<file path="src/rtl/encoder8_3_pkg.sv">
// Shared types and helpers for the encoder8_3 request encoder.
package encoder8_3_pkg;

  localparam int NUM_REQ = 8;
  localparam int CODE_W  = 3;

  typedef logic [NUM_REQ-1:0] req_vec_t;
  typedef logic [CODE_W-1:0]  code_t;

  typedef enum logic [0:0] {
    IDLE    = 1'b0,
    PRESENT = 1'b1
  } state_e;

  localparam code_t TOP_IDX = code_t'(NUM_REQ - 1);

  // Index k positions below base, wrapping modulo NUM_REQ.
  function automatic code_t idx_below(input code_t base, input int unsigned k);
    return code_t'(base - code_t'(k));
  endfunction

  function automatic req_vec_t code_onehot(input code_t c);
    req_vec_t v;
    v    = '0;
    v[c] = 1'b1;
    return v;
  endfunction

endpackage

</file>
<file path="src/rtl/encoder8_3_pick.sv">
// Combinational picker: scans pending downward from start (with wrap) and
// returns the first set index plus an any-set flag.
module encoder8_3_pick
  import encoder8_3_pkg::*;
(
  input  req_vec_t pending,
  input  code_t    start,
  output code_t    code,
  output logic     any
);

  always_comb begin
    code = '0;
    any  = 1'b0;
    for (int unsigned i = 0; i < NUM_REQ; i++) begin
      if (!any && pending[idx_below(start, i)]) begin
        code = idx_below(start, i);
        any  = 1'b1;
      end else begin
        code = code;
      end
    end
  end

endmodule

</file>
<file path="src/rtl/encoder8_3.sv">
// Registered 8-to-3 priority encoder with edge capture and valid/ready output.
// Optional macro ENCODER8_3_ROUND_ROBIN_EN selects rotating priority.
module encoder8_3
  import encoder8_3_pkg::*;
#(
  parameter int SYNC_STAGES = 2
) (
  input  logic     clk,
  input  logic     rst,
  input  req_vec_t req,
  input  logic     out_ready,
  output logic     out_valid,
  output code_t    code,
  output req_vec_t pending,
  output logic     ovf
);

  req_vec_t req_s;
  req_vec_t req_q;
  req_vec_t rise_s;
  req_vec_t clr_s;
  req_vec_t pending_d, pending_q;
  logic     ovf_d, ovf_q;
  logic     out_valid_d, out_valid_q;
  code_t    code_d, code_q;
  state_e   state_d, state_q;
  logic     accept_s;
  code_t    start_s;
  code_t    pick_code_s;
  logic     pick_any_s;

  generate
    if (SYNC_STAGES == 0) begin : g_nosync
      assign req_s = req;
    end else begin : g_sync
      req_vec_t sync_d [SYNC_STAGES];
      req_vec_t sync_q [SYNC_STAGES];

      always_comb begin
        sync_d[0] = req;
        for (int i = 1; i < SYNC_STAGES; i++) begin
          sync_d[i] = sync_q[i-1];
        end
      end

      always_ff @(posedge clk or posedge rst) begin
        if (rst) begin
          sync_q <= '{default: '0};
        end else begin
          sync_q <= sync_d;
        end
      end

      assign req_s = sync_q[SYNC_STAGES-1];
    end
  endgenerate

`ifdef ENCODER8_3_ROUND_ROBIN_EN
  code_t ptr_d, ptr_q;

  // Pointer remembers the last accepted code; the search begins just below it.
  always_comb begin
    if (accept_s) begin
      ptr_d = code_q;
    end else begin
      ptr_d = ptr_q;
    end
    start_s = idx_below(ptr_q, 1);
  end

  always_ff @(posedge clk or posedge rst) begin
    if (rst) begin
      ptr_q <= '0;
    end else begin
      ptr_q <= ptr_d;
    end
  end
`else
  assign start_s = TOP_IDX;
`endif

  encoder8_3_pick u_pick (
    .pending (pending_q),
    .start   (start_s),
    .code    (pick_code_s),
    .any     (pick_any_s)
  );

  always_comb begin
    state_d     = state_q;
    code_d      = code_q;
    out_valid_d = out_valid_q;
    accept_s    = 1'b0;
    case (state_q)
      IDLE: begin
        if (pick_any_s) begin
          code_d      = pick_code_s;
          out_valid_d = 1'b1;
          state_d     = PRESENT;
        end else begin
          out_valid_d = 1'b0;
        end
      end
      PRESENT: begin
        if (out_ready) begin
          accept_s    = 1'b1;
          out_valid_d = 1'b0;
          state_d     = IDLE;
        end else begin
          out_valid_d = 1'b1;
        end
      end
      default: begin
        out_valid_d = 1'b0;
        state_d     = IDLE;
      end
    endcase
  end

  // A new edge on the bit being cleared re-sets it (set wins) and is not an overflow.
  always_comb begin
    rise_s    = req_s & ~req_q;
    if (accept_s) begin
      clr_s = code_onehot(code_q);
    end else begin
      clr_s = '0;
    end
    pending_d = (pending_q & ~clr_s) | rise_s;
    ovf_d     = |(rise_s & pending_q & ~clr_s);
  end

  always_ff @(posedge clk or posedge rst) begin
    if (rst) begin
      state_q     <= IDLE;
      req_q       <= '0;
      pending_q   <= '0;
      ovf_q       <= 1'b0;
      out_valid_q <= 1'b0;
      code_q      <= '0;
    end else begin
      state_q     <= state_d;
      req_q       <= req_s;
      pending_q   <= pending_d;
      ovf_q       <= ovf_d;
      out_valid_q <= out_valid_d;
      code_q      <= code_d;
    end
  end

  assign out_valid = out_valid_q;
  assign code      = code_q;
  assign pending   = pending_q;
  assign ovf       = ovf_q;

endmodule

</file>
<file path="config.mk">
export PLATFORM = sky130hd
export DESIGN_NAME = encoder8_3
export DESIGN_NICKNAME = d
export VERILOG_FILES = /design/src/rtl/encoder8_3_pkg.sv /design/src/rtl/encoder8_3_pick.sv /design/src/rtl/encoder8_3.sv
export SDC_FILE = /design/constraint.sdc
export NUM_CORES = 1
export LEC_CHECK = 0
export ABC_AREA = 1
export BUFFER_PORTS_ARGS = -buffer_cell sky130_fd_sc_hd__buf_2
export CAP_MARGIN = 20
export CORE_UTILIZATION = 48
export DETAILED_ROUTE_END_ITERATION = 10
export PLACE_DENSITY = 0.75
export SETUP_SLACK_MARGIN = 0.02
export SKIP_LAST_GASP = 1
export SLEW_MARGIN = 20
export SYNTH_ARGS = -nofsm -noshare
export SYNTH_HDL_FRONTEND = slang
export SYNTH_SLANG_ARGS = --single-unit
</file>
<file path="constraint.sdc">
create_clock -name clk -period 1 [get_ports clk]
set_input_delay 0.05 -clock clk [delete_from_list [all_inputs] [get_ports clk]]
set_output_delay 0.05 -clock clk [all_outputs]
set_load 0.1 [all_outputs]
</file>
Word-level counts from Yosys, hierarchy flattened
Index checks and enable logic that the tools add are counted.
- word-level logic and storage cells: 58
- register bits after elaboration: 37
- input port bits: 11
- output and inout port bits: 13
- bitwise operators: 8
- reductions and logical operators: 17
- $lt $le $gt $ge: 2
- muxes and demuxes: 24
- operator list (cell ; count):
    bitwise AND 8 bit ; 4
    two-way mux 3 bit ; 8
    inverter 8 bit ; 2
    two-way mux 1 bit ; 13
    logical AND 1 bit ; 8
    two-way mux 8 bit ; 1
    OR 8 bit ; 1
    OR reduction 8 bit ; 1
    logical NOT 1 bit ; 7
    less-than comparator 3 x 4 -> 1 bit (second input constant) ; 1
    demux 1 bit (select 3 bit) ; 1
    >= comparator 3 x 1 -> 1 bit (second input constant) ; 1
    one-hot mux 1 bit (2 select lines) ; 1
    AND reduction 2 bit ; 1
    inverter 1 bit ; 1

Longest topological paths before layout
- depth in word-level cells: 24
- depth in mapped cells: 7
- gate-level depth less buffers: 7

Modules after synthesis
From an unflattened synthesis, not the netlist that was laid out.
- cells, all modules: 264
- area, all modules: 2142.1 um^2
- modules (own cells, without submodules) (module ; area an instance (um^2) ; sequential area each (um^2) ; times used ; cells an instance):
    encoder8_3 ; 1282.5 ; 925.9 ; 1 ; 128
    encoder8_3_pick ; 859.6 ; 0.0 ; 1 ; 136

Least setup slack after synthesis
Ideal clock, no wire load.
- path kind: register to register
- start point: reg state_q
- end point: reg ovf_q, in the netlist ovf
- setup slack: -0.809 ns
- buffers on the path: 0
- library setup time: 0.119 ns
- clock period less this slack: 1.809 ns
- data arrival time: 1.691 ns
- required time: 0.881 ns
- cell stages (with the launch flop): 8
- path through: dfrtp_1 nand2_1 nor2_2 nand2_1 nand3_1 nand2_1 nor2_1 nand2_1
- cells in the longest elaborated chain, start to end: 5
- ends and longest elaborated chain (element ; RTL line ; text):
    from (decl) ; encoder8_3.sv:26 ; state_e state_d, state_q;
    from (signal assigned) ; encoder8_3.sv:141 ; state_q <= state_d;
    two-way mux 1 bit ; encoder8_3.sv:94 ; case (state_q)
    two-way mux 8 bit ; encoder8_3.sv:123 ; if (accept_s) begin
    inverter 8 bit ; encoder8_3.sv:129 ; ovf_d = |(rise_s & pending_q & ~clr_s);
    bitwise AND 8 bit ; encoder8_3.sv:129 ;
    OR reduction 8 bit ; encoder8_3.sv:129 ;
    net ovf_d ; encoder8_3.sv:23 ; logic ovf_d, ovf_q;
    to (signal assigned) ; encoder8_3.sv:144 ; ovf_q <= ovf_d;
    to (decl) ; encoder8_3.sv:23 ;
The timed path passes the listed nets, and every way through them passes these cells.
A chain may end at the register's enable or synchronous reset.

Worst setup path after layout
- start point: reg code_q[0], in the netlist code[0]
- end point: reg ovf_q, in the netlist ovf
- cells in the longest elaborated chain, start to end: 8
- elaborated cells between the ends (all ways): 9
- those cells by class: 2 x order compare; 3 x mux; 2 x bitwise; 2 x reduce/logical
- ends and longest elaborated chain (element ; RTL line ; text):
    from (decl) ; encoder8_3.sv:25 ; code_t code_d, code_q;
    from (signal assigned) ; encoder8_3.sv:146 ; code_q <= code_d;
    less-than comparator 3 x 4 -> 1 bit (not written as such) or >= comparator 3 x 1 -> 1 bit (tied branches) ; encoder8_3_pkg.sv:25 ; v[c] = 1'b1;
    logical AND 1 bit (not written as such) ; encoder8_3_pkg.sv:25 ;
    two-way mux 1 bit (not written as such) ; encoder8_3_pkg.sv:25 ;
    demux 1 bit (select 3 bit) (*) ; encoder8_3_pkg.sv:25 ;
    two-way mux 8 bit (*) ; encoder8_3.sv:123 ;
    inverter 8 bit (*) ; encoder8_3.sv:129 ;
    bitwise AND 8 bit (*) ; encoder8_3.sv:129 ;
    OR reduction 8 bit (*) ; encoder8_3.sv:129 ;
    net ovf_d ; encoder8_3.sv:23 ;
The timed path passes the listed nets; every way through them passes the cells marked *.

==> flow_metrics.tcl <==
set metrics [dict create \
    cts_tree "built" \
    detail_route.first_pass.iterations 4 \
    final_clock_skew_ns 0.00639 \
    grt_overflow 0 \
    final_layout_size_suffix_gt1_frac 0.427 \
    peakVddDrop_v 0.00255 \
    detailedRoute.firstIterationViolations 14 \
    synth-seq-area-share 0.682 \
    fin_tns_setup_ns -3.63 \
    avgViaCountPerCell 4.91 \
    synth-adder-area-share 0 \
    clock_latency_of_the_later_clocked_register_in_the_worst_skew_pair_ns 0.34 \
    gpl.final_weighted_congestion 0.859 \
    yosysWarningCount 0 \
    fp.dieW_um 55.2 \
    cp-end-kind "flip-flop" \
    synth-simple-area-share 0.225 \
    synth-compound-area-share 0.0350 \
    fraction_of_synthesized_cell_area_in_xor_and_xnor_cells 0 \
    postSynthRegisterBits 37 \
    timing.critical_path.fanout_max 4 \
    grt_pass1_vias 1068 \
    hold_viol 0 \
    timing.final.crit_share 1.26 \
    crit_path_time_final_ns 1.26 \
    clock_tree.buffer_depth 2 \
    route.vias.total 1125 \
    finalMaxSlewViolations 0 \
    post-place-cells 207 \
    die_h_um 55.2 \
    unrepaired_setup_endpoints_after_global_routing "true" \
    design.die.area_um2 3040 \
    floorplan.rows 18 \
    mappedNetlistNets 148 \
    first_pass_grt_wire_length_um 4600 \
    fmax_mhz 793 \
    critPathKind "flip-flop to flip-flop" \
    leakage_nw 1.12 \
    stdcell_count 229 \
    cts_made_buffers 5 \
    synth_top_family_by_area "simple AND/OR/NAND/NOR gates" \
    clock-root-buffer "clkbuf_4" \
    drt_wl_total_um 3170 \
    timing.critical_path.from_type "flip-flop" \
    initial_standard_cell_utilization_of_the_core 0.529 \
    count_of_boundary_i_o_pins 24 \
    synth.mux.area_fraction 0 \
    syn_avg_cell_area_um2 9.91 \
    finalSetupViolCount 25 \
    power-per-cell-area_nw_per_um2 3230 \
    ys_types 12 \
    antenna_violating_nets_post_route 0 \
    route.detailed.drc 0 \
    synthCells 137 \
    worst-slew-pin-transition_ns 0.214 \
    hpwlAfterDp_um 1920 \
    track_usage 0.233 \
    timing.hold.worst.class "primary input to flip-flop" \
    largest_net_degree_at_the_start_of_global_routing 38 \
    timing.max_cap.violations 0 \
    outcome "finished with violations" \
    layout.nets 209 \
    finish.utilization 0.856 \
    cp_data_arrival_time_ns 1.50 \
    clock-sinks 37 \
    core-area_um2 2570 \
    clk_pin_slew_worst_paths_ns 0.11 \
    failed_checks "negative setup slack" \
    slew-limit-headroom 0.856 \
    required_time_reported_for_the_critical_path_endpoint_ns 1.24 \
    cts_htree_levels 2 \
    initial_antenna_violation_count 0 \
    diode_count 0 \
    finalHoldWorstSlack_ns 0.194 \
    syn2layout_area_growth_pct 61.9 \
    post-route-worst-setup-slack_ns -0.260 \
    place.port_buffers 23 \
    detail_route.wl_per_cell_um 13.8 \
    post_syn_area_um2 1360 \
]
## stage by stage
step	setup WS, ns	power [W]	instance area, um2
final	-0.260	0.00709	2200
after global routing	-0.292	0.00738	2200
after CTS	-0.213	0.00694	2160
after detailed placement	-0.200	0.00564	1900
after global placement	-0.170	0.00556	1900
after floorplan	-0.286	0.00416	1410
## state kept, by name, summed over array words and instances, names as in the netlist
signal	count
g_sync.sync_d	8
state_q	1
ovf	1
req_s	8
req_q	8
pending	8
code	3
## timing repair
action | CTS | global route
resized for setup | 13 | 14
pin swaps | 1 | 5
setup endpoints to repair | 26 | 26
endpoints found under the hold margin | 46 | 0
buffers inserted | 3 | 1
hold buffers | 10 | 0
## critical path, stage by stage, from the launching register on
cell	delay, ns
dfrtp_4	0.47
inv_2	0.06
nor2_4	0.15
nand2_2	0.09
nand2_1	0.09
nand2_1	0.10
nor2_2	0.14
nand2_1	0.07
## power by group
part	switching [W]	internal (W)	total (W)	leakage [nW]
Sequential	0.000340	0.00185	0.00219	0.404
Clock	0.000490	0.000594	0.00108	0.0445
Combinational	0.00236	0.00147	0.00382	0.667
## area by class of cell
type / count / area [um2]
sequential: 37 / 961
multi-input combinational: 79 / 410
tap: 30 / 37.5
clock buffer: 6 / 51.3
timing repair buffer: 54 / 622
clock inverter: 2 / 37.5
fill: 137 / 369
inverter: 21 / 78.8
## per-layer routing
| layer | part of all wire | global-route usage | routed length (um) |
|---|---|---|---|
| met5 | 0 | 0 | 0 |
| met3 | 0.049 | 0.0820 | 156 |
| met2 | 0.53 | 0.394 | 1680 |
| met4 | 0.035 | 0.108 | 110 |
| met1 | 0.39 | 0.263 | 1220 |
## cell usage in the layout (no fill, tap or decap), types with 6 or more instances in the layout
cell type      netlist  final
dfrtp_4              0      8
buf_12               0     14
inv_1               21     19
buf_4                0      9
buf_2                0     10
dfrtp_1             37     25
nor2_1              12      8
nor2_4               2      6
dlygate4sd3_1        0     10
nand2_2              2      7
buf_6                0     11
nand2_1             43     36
## synthesized netlist by cell type
| master | count | area (um2) |
|---|---|---|
| dfrtp_1 | 37 | 926 |
| inv_1 | 21 | 78.8 |
| nand2_1 | 43 | 161 |
| nand2_2 | 2 | 12.5 |
| nand3_1 | 3 | 15.0 |
| nand3_2 | 1 | 10.0 |
| nor2_1 | 12 | 45.0 |
| nor2_2 | 3 | 18.8 |
| nor2_4 | 2 | 22.5 |
| nor3_1 | 4 | 20.0 |
| o211ai_1 | 1 | 7.51 |
| o21ai_0 | 8 | 40.0 |
## cell families (layout without fill, tap and decap cells)
| logic type | after synthesis | after routing |
|---|---|---|
| buffers and inverters | 21 | 83 |
| and+or+nand+nor | 70 | 70 |
| AOI/OAI and AO/OA | 9 | 9 |
| DFF | 37 | 37 |
## worst paths after layout
kind                                       start         end  slack, ns  cells after the start
worst max-delay path                     code[0]         ovf      -0.26                      7
worst min-delay path                   out_ready  pending[6]       0.19                      6
worst max register to register           code[0]         ovf      -0.26                      7
worst min register to register  g_sync.sync_d[3]    req_s[3]       0.36                      0
max in group asynchronous                    rst  pending[5]       0.51                      4
min in group asynchronous                    rst    req_q[0]       0.29                      4
Note: power is estimated with default switching activity, not from simulation.
